### config.mk
export PLATFORM = sky130hd
export DESIGN_NAME = cdb_broadcaster
export DESIGN_NICKNAME = d
export VERILOG_FILES = /design/src/rtl/cdb_broadcaster.sv
export SDC_FILE = /design/constraint.sdc
export NUM_CORES = 1
export LEC_CHECK = 0
export BUFFER_PORTS_ARGS = -buffer_cell sky130_fd_sc_hd__buf_2
export CAP_MARGIN = 0
export CORE_MARGIN = 2
export CORE_UTILIZATION = 25
export DETAILED_ROUTE_END_ITERATION = 12
export PLACE_DENSITY_LB_ADDON = 0.1
export SYNTH_ARGS = -nofsm -noshare
export SYNTH_HDL_FRONTEND = slang
export SYNTH_SLANG_ARGS = --single-unit
### constraint.sdc
create_clock -name clk -period 8.5 [get_ports clk]
set_clock_uncertainty 0.15 [all_clocks]
set_input_delay 0.85 -clock clk [delete_from_list [all_inputs] [get_ports clk]]
set_output_delay 0.85 -clock clk [all_outputs]
set_load 0.02 [all_outputs]
### src/rtl/cdb_broadcaster.sv
// Common data bus transmitter: buffers completed FU results per source and
// broadcasts at most one tagged result per cycle using round-robin arbitration.
module cdb_broadcaster #(
    parameter int NUM_SRC = 4,
    parameter int TAG_W   = 8,
    parameter int DATA_W  = 32,
    parameter int DEPTH   = 2
) (
    input  logic                          clk,
    input  logic                          rst,
    input  logic                          flush,
    input  logic [NUM_SRC-1:0]            src_valid,
    input  logic [NUM_SRC*TAG_W-1:0]      src_tag,
    input  logic [NUM_SRC*DATA_W-1:0]     src_data,
    output logic [NUM_SRC-1:0]            src_ready,
    output logic [TAG_W+DATA_W:0]         cdb,
    output logic [$clog2(NUM_SRC)-1:0]    cdb_src,
    output logic                          err_tag0,
    output logic                          busy
);

    localparam int IW = $clog2(NUM_SRC);
    localparam int PW = $clog2(DEPTH);
    localparam int CW = PW + 1;

    logic [NUM_SRC-1:0] full;
    logic [NUM_SRC-1:0] nonEmpty;
    logic [NUM_SRC-1:0] tagZero;
    logic [NUM_SRC-1:0] push;
    logic [NUM_SRC-1:0] pop;
    logic [TAG_W-1:0]   headTag  [NUM_SRC];
    logic [DATA_W-1:0]  headData [NUM_SRC];

    logic               grantValid;
    logic [IW-1:0]      grantIdx;

    logic [IW-1:0]      rrPtr_q, rrPtr_d;
    logic               cdbOn_q, cdbOn_d;
    logic [TAG_W-1:0]   cdbTag_q, cdbTag_d;
    logic [DATA_W-1:0]  cdbData_q, cdbData_d;
    logic [IW-1:0]      cdbSrc_q, cdbSrc_d;
    logic               errTag0_q, errTag0_d;

    // One small circular FIFO per source. A tag-0 result completes the
    // handshake but is never stored, and flush empties every FIFO at once.
    for (genvar g = 0; g < NUM_SRC; g++) begin : gSrc
        logic [PW-1:0]     wrPtr_q, wrPtr_d;
        logic [PW-1:0]     rdPtr_q, rdPtr_d;
        logic [CW-1:0]     count_q, count_d;
        logic [TAG_W-1:0]  tagMem_q  [DEPTH];
        logic [DATA_W-1:0] dataMem_q [DEPTH];
        logic [TAG_W-1:0]  offTag;

        assign offTag      = src_tag[g*TAG_W +: TAG_W];
        assign full[g]     = (count_q == CW'(DEPTH));
        assign nonEmpty[g] = (count_q != '0);
        assign tagZero[g]  = (offTag == '0);
        assign push[g]     = src_valid[g] & ~full[g] & ~tagZero[g] & ~flush;
        assign pop[g]      = grantValid & (grantIdx == IW'(g));
        assign headTag[g]  = tagMem_q[rdPtr_q];
        assign headData[g] = dataMem_q[rdPtr_q];

        // Advance FIFO pointers and occupancy for this cycle's push/pop.
        always_comb begin
            wrPtr_d = wrPtr_q;
            rdPtr_d = rdPtr_q;
            count_d = count_q;
            if (flush) begin
                wrPtr_d = '0;
                rdPtr_d = '0;
                count_d = '0;
            end else begin
                if (push[g]) wrPtr_d = wrPtr_q + PW'(1);
                if (pop[g])  rdPtr_d = rdPtr_q + PW'(1);
                if (push[g] && !pop[g])      count_d = count_q + CW'(1);
                else if (pop[g] && !push[g]) count_d = count_q - CW'(1);
            end
        end

        // FIFO control registers, cleared to empty on reset.
        always_ff @(posedge clk or posedge rst) begin
            if (rst) begin
                wrPtr_q <= '0;
                rdPtr_q <= '0;
                count_q <= '0;
            end else begin
                wrPtr_q <= wrPtr_d;
                rdPtr_q <= rdPtr_d;
                count_q <= count_d;
            end
        end

        // Storage array; contents only matter where occupancy says so.
        always_ff @(posedge clk) begin
            if (push[g]) begin
                tagMem_q[wrPtr_q]  <= offTag;
                dataMem_q[wrPtr_q] <= src_data[g*DATA_W +: DATA_W];
            end
        end
    end

    // Round-robin search: first non-empty source strictly after the pointer.
    always_comb begin
        logic [IW-1:0] candidate;
        grantValid = 1'b0;
        grantIdx   = '0;
        candidate  = '0;
        for (int k = 1; k <= NUM_SRC; k++) begin
            candidate = IW'((int'(rrPtr_q) + k) % NUM_SRC);
            if (!grantValid && nonEmpty[candidate]) begin
                grantValid = 1'b1;
                grantIdx   = candidate;
            end
        end
        if (flush) grantValid = 1'b0;
    end

    // Next broadcast, pointer update and sticky tag-0 error.
    always_comb begin
        rrPtr_d   = rrPtr_q;
        cdbOn_d   = 1'b0;
        cdbTag_d  = '0;
        cdbData_d = '0;
        cdbSrc_d  = cdbSrc_q;
        errTag0_d = errTag0_q | (|(src_valid & ~full & tagZero));
        if (grantValid) begin
            rrPtr_d   = grantIdx;
            cdbOn_d   = 1'b1;
            cdbTag_d  = headTag[grantIdx];
            cdbData_d = headData[grantIdx];
            cdbSrc_d  = grantIdx;
        end
    end

    // Registered CDB output and arbitration state.
    always_ff @(posedge clk or posedge rst) begin
        if (rst) begin
            rrPtr_q   <= IW'(NUM_SRC - 1);
            cdbOn_q   <= 1'b0;
            cdbTag_q  <= '0;
            cdbData_q <= '0;
            cdbSrc_q  <= '0;
            errTag0_q <= 1'b0;
        end else begin
            rrPtr_q   <= rrPtr_d;
            cdbOn_q   <= cdbOn_d;
            cdbTag_q  <= cdbTag_d;
            cdbData_q <= cdbData_d;
            cdbSrc_q  <= cdbSrc_d;
            errTag0_q <= errTag0_d;
        end
    end

    assign src_ready = ~full;
    assign cdb       = {cdbOn_q, cdbTag_q, cdbData_q};
    assign cdb_src   = cdbSrc_q;
    assign err_tag0  = errTag0_q;
    assign busy      = (|nonEmpty) | cdbOn_q;

endmodule

==> results of run 1 <==
-- per-layer routing --
metal  global-route usage (%)  wire length [um]
met4                     5.42              1370
met5                        0                24
met2                     25.6             23200
met1                     20.6             21400
met3                     2.71              2350
-- worst max-delay path, cell delays in order (launching register included) --
cell and delay, ns:
dfrtp_1 0.45, or4_1 0.59, or4b_4 0.58, or2_2 0.29
buf_2 0.16
-- stage by stage --
step | total power, mW | setup WS [ns]
final | 6.61 | 4.87
after global routing | 7.01 | 4.81
after CTS | 6.76 | 4.83
after detailed placement | 4.87 | 5.20
after global placement | 4.86 | 5.24
after floorplan | 3.85 | 3.56
-- state kept, by name (all words and copies together), names as in the netlist --
register,count
gSrc.dataMem_q,256
gSrc.tagMem_q,64
cdbData_q,32
cdbTag_q,8
gSrc.count_q,8
gSrc.rdPtr_q,4
gSrc.wrPtr_q,4
cdb_src,2
rrPtr_q,2
cdbOn_q,1
err_tag0,1
-- how the worst max path moves through the flow --
stage / cells after the start / slack, ns / to / startpoint
after floorplan: 4 / 3.56 / gSrc[1].dataMem_q[1][0] / src_tag[12]
after global placement: 8 / 5.24 / gSrc[1].count_q[1] / gSrc[1].count_q[1]
after detailed placement: 8 / 5.20 / gSrc[1].count_q[1] / gSrc[1].count_q[1]
after CTS: 4 / 4.83 / busy / gSrc[1].count_q[1]
after global routing: 4 / 4.81 / busy / gSrc[1].count_q[1]
final: 4 / 4.87 / busy / gSrc[1].count_q[1]
-- synth_stat cells, types with 8 or more instances --
library cell | count | area share, %
edfxtp_1 | 320 | 64
mux2i_1 | 150 | 10
nor2_1 | 117 | 2.9
nand2_1 | 67 | 1.7
dfrtp_1 | 60 | 10
o21ai_0 | 47 | 1.6
a21oi_1 | 46 | 1.5
clkbuf_1 | 42 | 1.1
nand3_1 | 29 | 0.97
o211ai_1 | 12 | 0.60
mux2_2 | 11 | 0.83
buf_2 | 9 | 0.30
nor3_1 | 9 | 0.30
or4_1 | 9 | 0.45
xnor2_1 | 8 | 0.47
xor2_1 | 8 | 0.47
-- cells by family after synthesis --
| logic type | after synthesis |
|---|---|
| compound gates | 121 |
| flops | 382 |
| simple gates | 250 |
| xor+xnor | 16 |
| mux | 161 |
| buf+inv | 64 |
-- power groups by stage --
stage	combinational [mW]	clock, mW	sequential [mW]
floorplan	1.38	0	2.47
global placement	2.41	0	2.45
detailed placement	2.42	0	2.45
CTS	2.42	1.92	2.42
global route	2.57	2.00	2.44
finish	2.35	1.86	2.41
-- final cells by class --
cell class | count | area (sq um) | share of cell area [%]
flip-flops and latches | 382 | 11200 | 60.6
multi-input cells | 548 | 3630 | 19.7
clock buffers | 65 | 1250 | 6.79
repair buffers | 236 | 1230 | 6.69
well taps | 773 | 967 | 5.25
clock inverters | 15 | 145 | 0.787
inverters | 6 | 25.0 | 0.136
diodes | 4 | 10.0 | 0.0543
==> summary.md, run 1 <==
| Metric | Value |
|---|---|
| Share of cells above drive strength 1 | 26.7% |
| Synth Area in Compound Gates | 4.71% |
| Hold-critical path depth | 1 |
| Crit path max fanout | 6 |
| Vias | 8909 |
| Post-synth ARST share | 16.2% |
| Num CTS Buffers | 44 |
| Setup repair after global routing missed its margin | no |
| Post-CTS setup buffers | 0 |
| Initial Utilization | 25.4% |
| Hpwl dp | 34.2 mm |
| Clock Power Share | 28.1% |
| Multiplexer share of the synthesized area | 10.8% |
| Int Pwr | 4.06 mW |
| Max-Slew Margin vs Limit | 35.3% |
| CTS tree | done |
| Cell area after synthesis | 15000 sq um |
| Setup TNS Final | 0 ns |
| Fmax | 276 MHz |
| Critical path class | reg2out |
| DP Area | 17000 sq um |
| Critical path endpoint category | primary output |
| Reg2reg path depth | 8 |
| Final Core Density | 31.2% |
| Row count | 89 |
| Clock Latency Late Sink | 0.57 ns |
| Number of flops mapped to enable cells by yosys | 320 |
| Die Span Y | 249 um |
| Total Wirelength | 48.4 mm |
| Synthesized instance count | 994 |
| Flop-to-flop setup slack | 5.23 ns |
| Commonest non-fill, non-tap cells in the layout | edfxtp_1, buf_2, mux2i_1, nor2_1, nand2_1 |
| Post-Synth XOR/XNOR Area | 0.935% |
| Sw Ratio | 38.6% |
| CTS Root Cell | clkbuf_16 |
| Hold Buf Count CTS | 0 |
| Leading cell type in the layout, fill and taps excluded | edfxtp_1 |
| PD cells | 359 nW/um^2 |
| Gate power share | 35.5% |
| Vias/cell | 4.39 |
| H-tree depth | 2 |
| Post-synth cell types | 47 |
| DRT iter0 DRCs | 638 |
| Critical path required time | 7.50 ns |
| # port buffers | 215 |
| Chip width | 249 um |
| ANT nets after route | 0 |
| Reg power frac | 36.5% |
| Routability cong. | 0.771 |
| Total iterations of the first detailed-routing run | 5 |
| Hold Slack | 0.316 ns |
| Outcome | finished, final reports clean |
| DR WL/cell | 23.9 um |
| Post-synthesis adder-cell area fraction | 0% |
| Yosys reg bits | 382 |
| CTS Sinks | 382 |
| R2r endpoint | gSrc[1].count_q[1] |
| Hold WC Path Type | in2reg |
| Switching Power | 2.56 mW |
| Max Slew Vio Count | 0 |
| Largest net degree at the start of global routing | 63 |
| CTS resizes | 0 |
| Core ar. | 59100 sq um |
| Cell area after layout | 18400 sq um |
| Vias in the first global route | 9276 |
| Type of origin of the critical path | flip-flop |
| Congestion Overflow GR | 0 |
| Final Hold Viols | 0 |
| Fillers | 5925 |
| Post-Synth Simple-Gate Area | 7.28% |
| CTS Buffer Depth | 3 |
| Final Cycle Share | 42.7% |
| Max-Cap Viols | 0 |
| Arrival time worst endpoint | 2.63 ns |
| Final setup fails | 0 |
| Io pins | 216 |
| Total track usage | 15.5% |
| Largest family of logic cells by synthesized area | multiplexers |
| Nets | 1385 |
| Sequential area share after synthesis | 74.5% |
| Die area | 61900 sq um |
| Syn avg cell area | 15.1 sq um |
| Top FF cell, synth | edfxtp_1 |
| HP Start | src_data[127] |
| Hold Path End | gSrc[3].dataMem_q[0][31] |
| Syn nets | 1161 |
| First-pass GRT wire length | 68.1 mm |
| Initial antenna violation count | 4 |
| Worst IR Drop VDD | 211 uV |
| Yosys warns | 0 |
| Min Tclk post-route | 3.63 ns |
| Cell Count, Final, Fillers Out | 2029 |
| DRC Markers | 0 |
| CTS clk-pin slew, worst paths | 0.06 ns |
| Worst-Margin Slew | 0.970 ns |
| Cells after DPL | 1945 |
| Lkg Pwr | 6.65 nW |
| Layout overhead on the synthesized area | 23.0% |
| Reg2reg start | gSrc[1].count_q[1] |
No activity file was read; power rests on OpenSTA's default activity.
==> run 2: changes to the inputs <==
==> constraint.sdc (replaced) <==
create_clock -name clk -period 3.1 [get_ports clk]
set_clock_uncertainty 0.15 [all_clocks]
set_input_delay 0.31 -clock clk [delete_from_list [all_inputs] [get_ports clk]]
set_output_delay 0.31 -clock clk [all_outputs]
set_load 0.02 [all_outputs]
==> run 2 against run 1 <==
Largest power group is now combinational cells. Critical endpoint unchanged. Final area rose by 12%. Clock power rose to 2.7 times the previous value. Worst hold slack got worse by 0.16 ns.
==> summary.md, run 2 (synthesis gave the netlist of run 1 again) <==
| Metric | Value |
|---|---|
| Critical path required time | 2.64 ns |
| Total power | 19.2 mW |
| ANT nets after route | 0 |
| DR WL/cell | 21.7 um |
| Clock Latency Late Sink | 0.56 ns |
| Nets | 1598 |
| Hold WC Path Type | in2reg |
| CTS Buffer Depth | 3 |
| Min Tclk post-route | 3.00 ns |
| Total track usage | 15.8% |
| Num CTS Buffers | 44 |
| PD cells | 933 nW/um^2 |
| Vias/cell | 4.32 |
| Initial Utilization | 25.4% |
| Max incr delay on CP | 0.55 ns |
| Hold Path End | gSrc[0].wrPtr_q |
| Die Span Y | 249 um |
| Total iterations of the first detailed-routing run | 4 |
| Cell area after layout | 20600 sq um |
| Flop-to-flop setup slack | 0.12 ns |
| Final Hold Viols | 0 |
| Largest net degree at the start of global routing | 43 |
| Initial antenna violation count | 2 |
| Type of origin of the critical path | flip-flop |
| Hpwl dp | 35.2 mm |
| Congestion Overflow GR | 0 |
| Hold-critical path depth | 5 |
| Row count | 89 |
| Most flop-heavy register | gSrc.dataMem_q |
| Vias | 9671 |
| Routability cong. | 0.788 |
| Reg2reg start | gSrc[1].count_q[1] |
| Share of cells above drive strength 1 | 26.1% |
| Max-Slew Margin vs Limit | 26.8% |
| Max FFs per register | 256 |
| Cells along the critical path | or4_4 > or4b_4 > or2_2 > buf_2 |
| Io pins | 216 |
| Outcome | finished, final reports clean |
| Chip width | 249 um |
| Fillers | 5847 |
| First-pass GRT wire length | 71.0 mm |
| Register area | 11200 sq um |
| Setup repair after global routing missed its margin | no |
| Commonest non-fill, non-tap cells in the layout | edfxtp_1, buf_2, dlygate4sd3_1, mux2i_1, nor2_1 |
| CTS Sinks | 382 |
| Vias in the first global route | 10.5k |
| Arrival time worst endpoint | 2.54 ns |
| Core ar. | 59100 sq um |
| Max-Cap Viols | 0 |
| Die area | 61900 sq um |
| # port buffers | 215 |
| Total Wirelength | 48.7 mm |
| R2r endpoint | cdbData_q[18] |
| HP Start | src_valid[0] |
| Max Slew Vio Count | 0 |
| Leading cell type in the layout, fill and taps excluded | edfxtp_1 |
| Layout overhead on the synthesized area | 37.5% |
| Critical path class | reg2out |
| Worst path slowest cell | or4_4 |
| Final Cycle Share | 96.9% |
| Fmax | 333 MHz |
| CTS tree | done |
| Critical path endpoint category | primary output |
| DRC Markers | 0 |
| Final setup fails | 0 |
| DP Area | 17600 sq um |
| Worst-Margin Slew | 1.10 ns |
| CTS Root Cell | clkbuf_16 |
| Lkg Pwr | 7.61 nW |
| Largest regs | gSrc.dataMem_q (256), gSrc.tagMem_q (64), cdbData_q (32) |
| CTS clk-pin slew, worst paths | 0.06 ns |
| Reg2reg path depth | 8 |
| H-tree depth | 2 |
| Area taken by multi-input logic gates | 3690 sq um |
| Crit path max fanout | 6 |
| Worst IR Drop VDD | 431 uV |
| DRT iter0 DRCs | 460 |
run 2: area by class of cell:
| class | instances | share of cell area (%) |
|---|---|---|
| diodes | 2 | 0.0243 |
| clock buffers | 67 | 6.06 |
| clock inverters | 13 | 0.534 |
| inverters | 6 | 0.121 |
| multi-input cells | 548 | 17.9 |
| flip-flops and latches | 382 | 54.2 |
| well taps | 773 | 4.69 |
| repair buffers | 449 | 16.5 |
run 2: how the worst max path moves through the flow:
stage / start / to / slack, ns / cells past startpoint
detailed placement: gSrc[1].count_q[1] / cdbTag_q[6] / 0.17 / 7
CTS: gSrc[1].count_q[1] / busy / 0.01 / 4
global route: gSrc[1].count_q[1] / busy / 0.008 / 4
finish: gSrc[1].count_q[1] / busy / 0.1 / 4
global placement: src_tag[5] / gSrc[0].dataMem_q[1][25] / 0.17 / 6
floorplan: gSrc[1].count_q[0] / gSrc[1].dataMem_q[0][0] / -0.1 / 4
run 2: power by group:
| part | internal (mW) | switching, mW | total (mW) |
|---|---|---|---|
| clock | 2.93 | 2.01 | 4.94 |
| combinational | 2.90 | 4.75 | 7.65 |
| sequential | 6.26 | 0.370 | 6.63 |
run 2: worst max-delay path: cells and delay by family (launching register included):
| kind | cells | cell delay, ns |
|---|---|---|
| buf+inv | 1 | 0.16 |
| flops | 1 | 0.44 |
| simple gates | 3 | 1.38 |
run 2: metal layers:
layer  global-route usage [%]  part of all wire [%]  vias to the layer above
met5                        0                     0                        -
met4                     5.23                   2.8                        0
met3                     2.76                   3.6                       64
met2                     27.2                    50                      201
met1                     20.1                    44                     4832
li1                         -                     -                     4574
run 2: stage by stage:
stage | setup slack, ns | util, % | TNS [ns] | cells | hold WS (ns)
2_1_floorplan | -0.0980 | - | -10.63 | 994 | 0.259
3_3_place_gp | 0.172 | 29.7 | 0 | 1993 | 0.348
3_5_place_dp | 0.172 | 29.7 | 0 | 1993 | 0.341
4_1_cts | 0.00982 | 34.8 | 0 | 2237 | 0.133
5_1_grt | 0.00847 | 34.8 | 0 | 2239 | 0.192
6_report | 0.0956 | 34.8 | 0 | 2240 | 0.152
run 2: what timing repair did:
action / in CTS / in global routing
cloned: 0 / 0
setup endpoints to repair: 1 / 1
endpoints found under the hold margin: 347 / 0
hold buffers: 164 / 0
pin swaps: 0 / 1
setup buffers: 0 / 1
gates resized for setup: 1 / 1
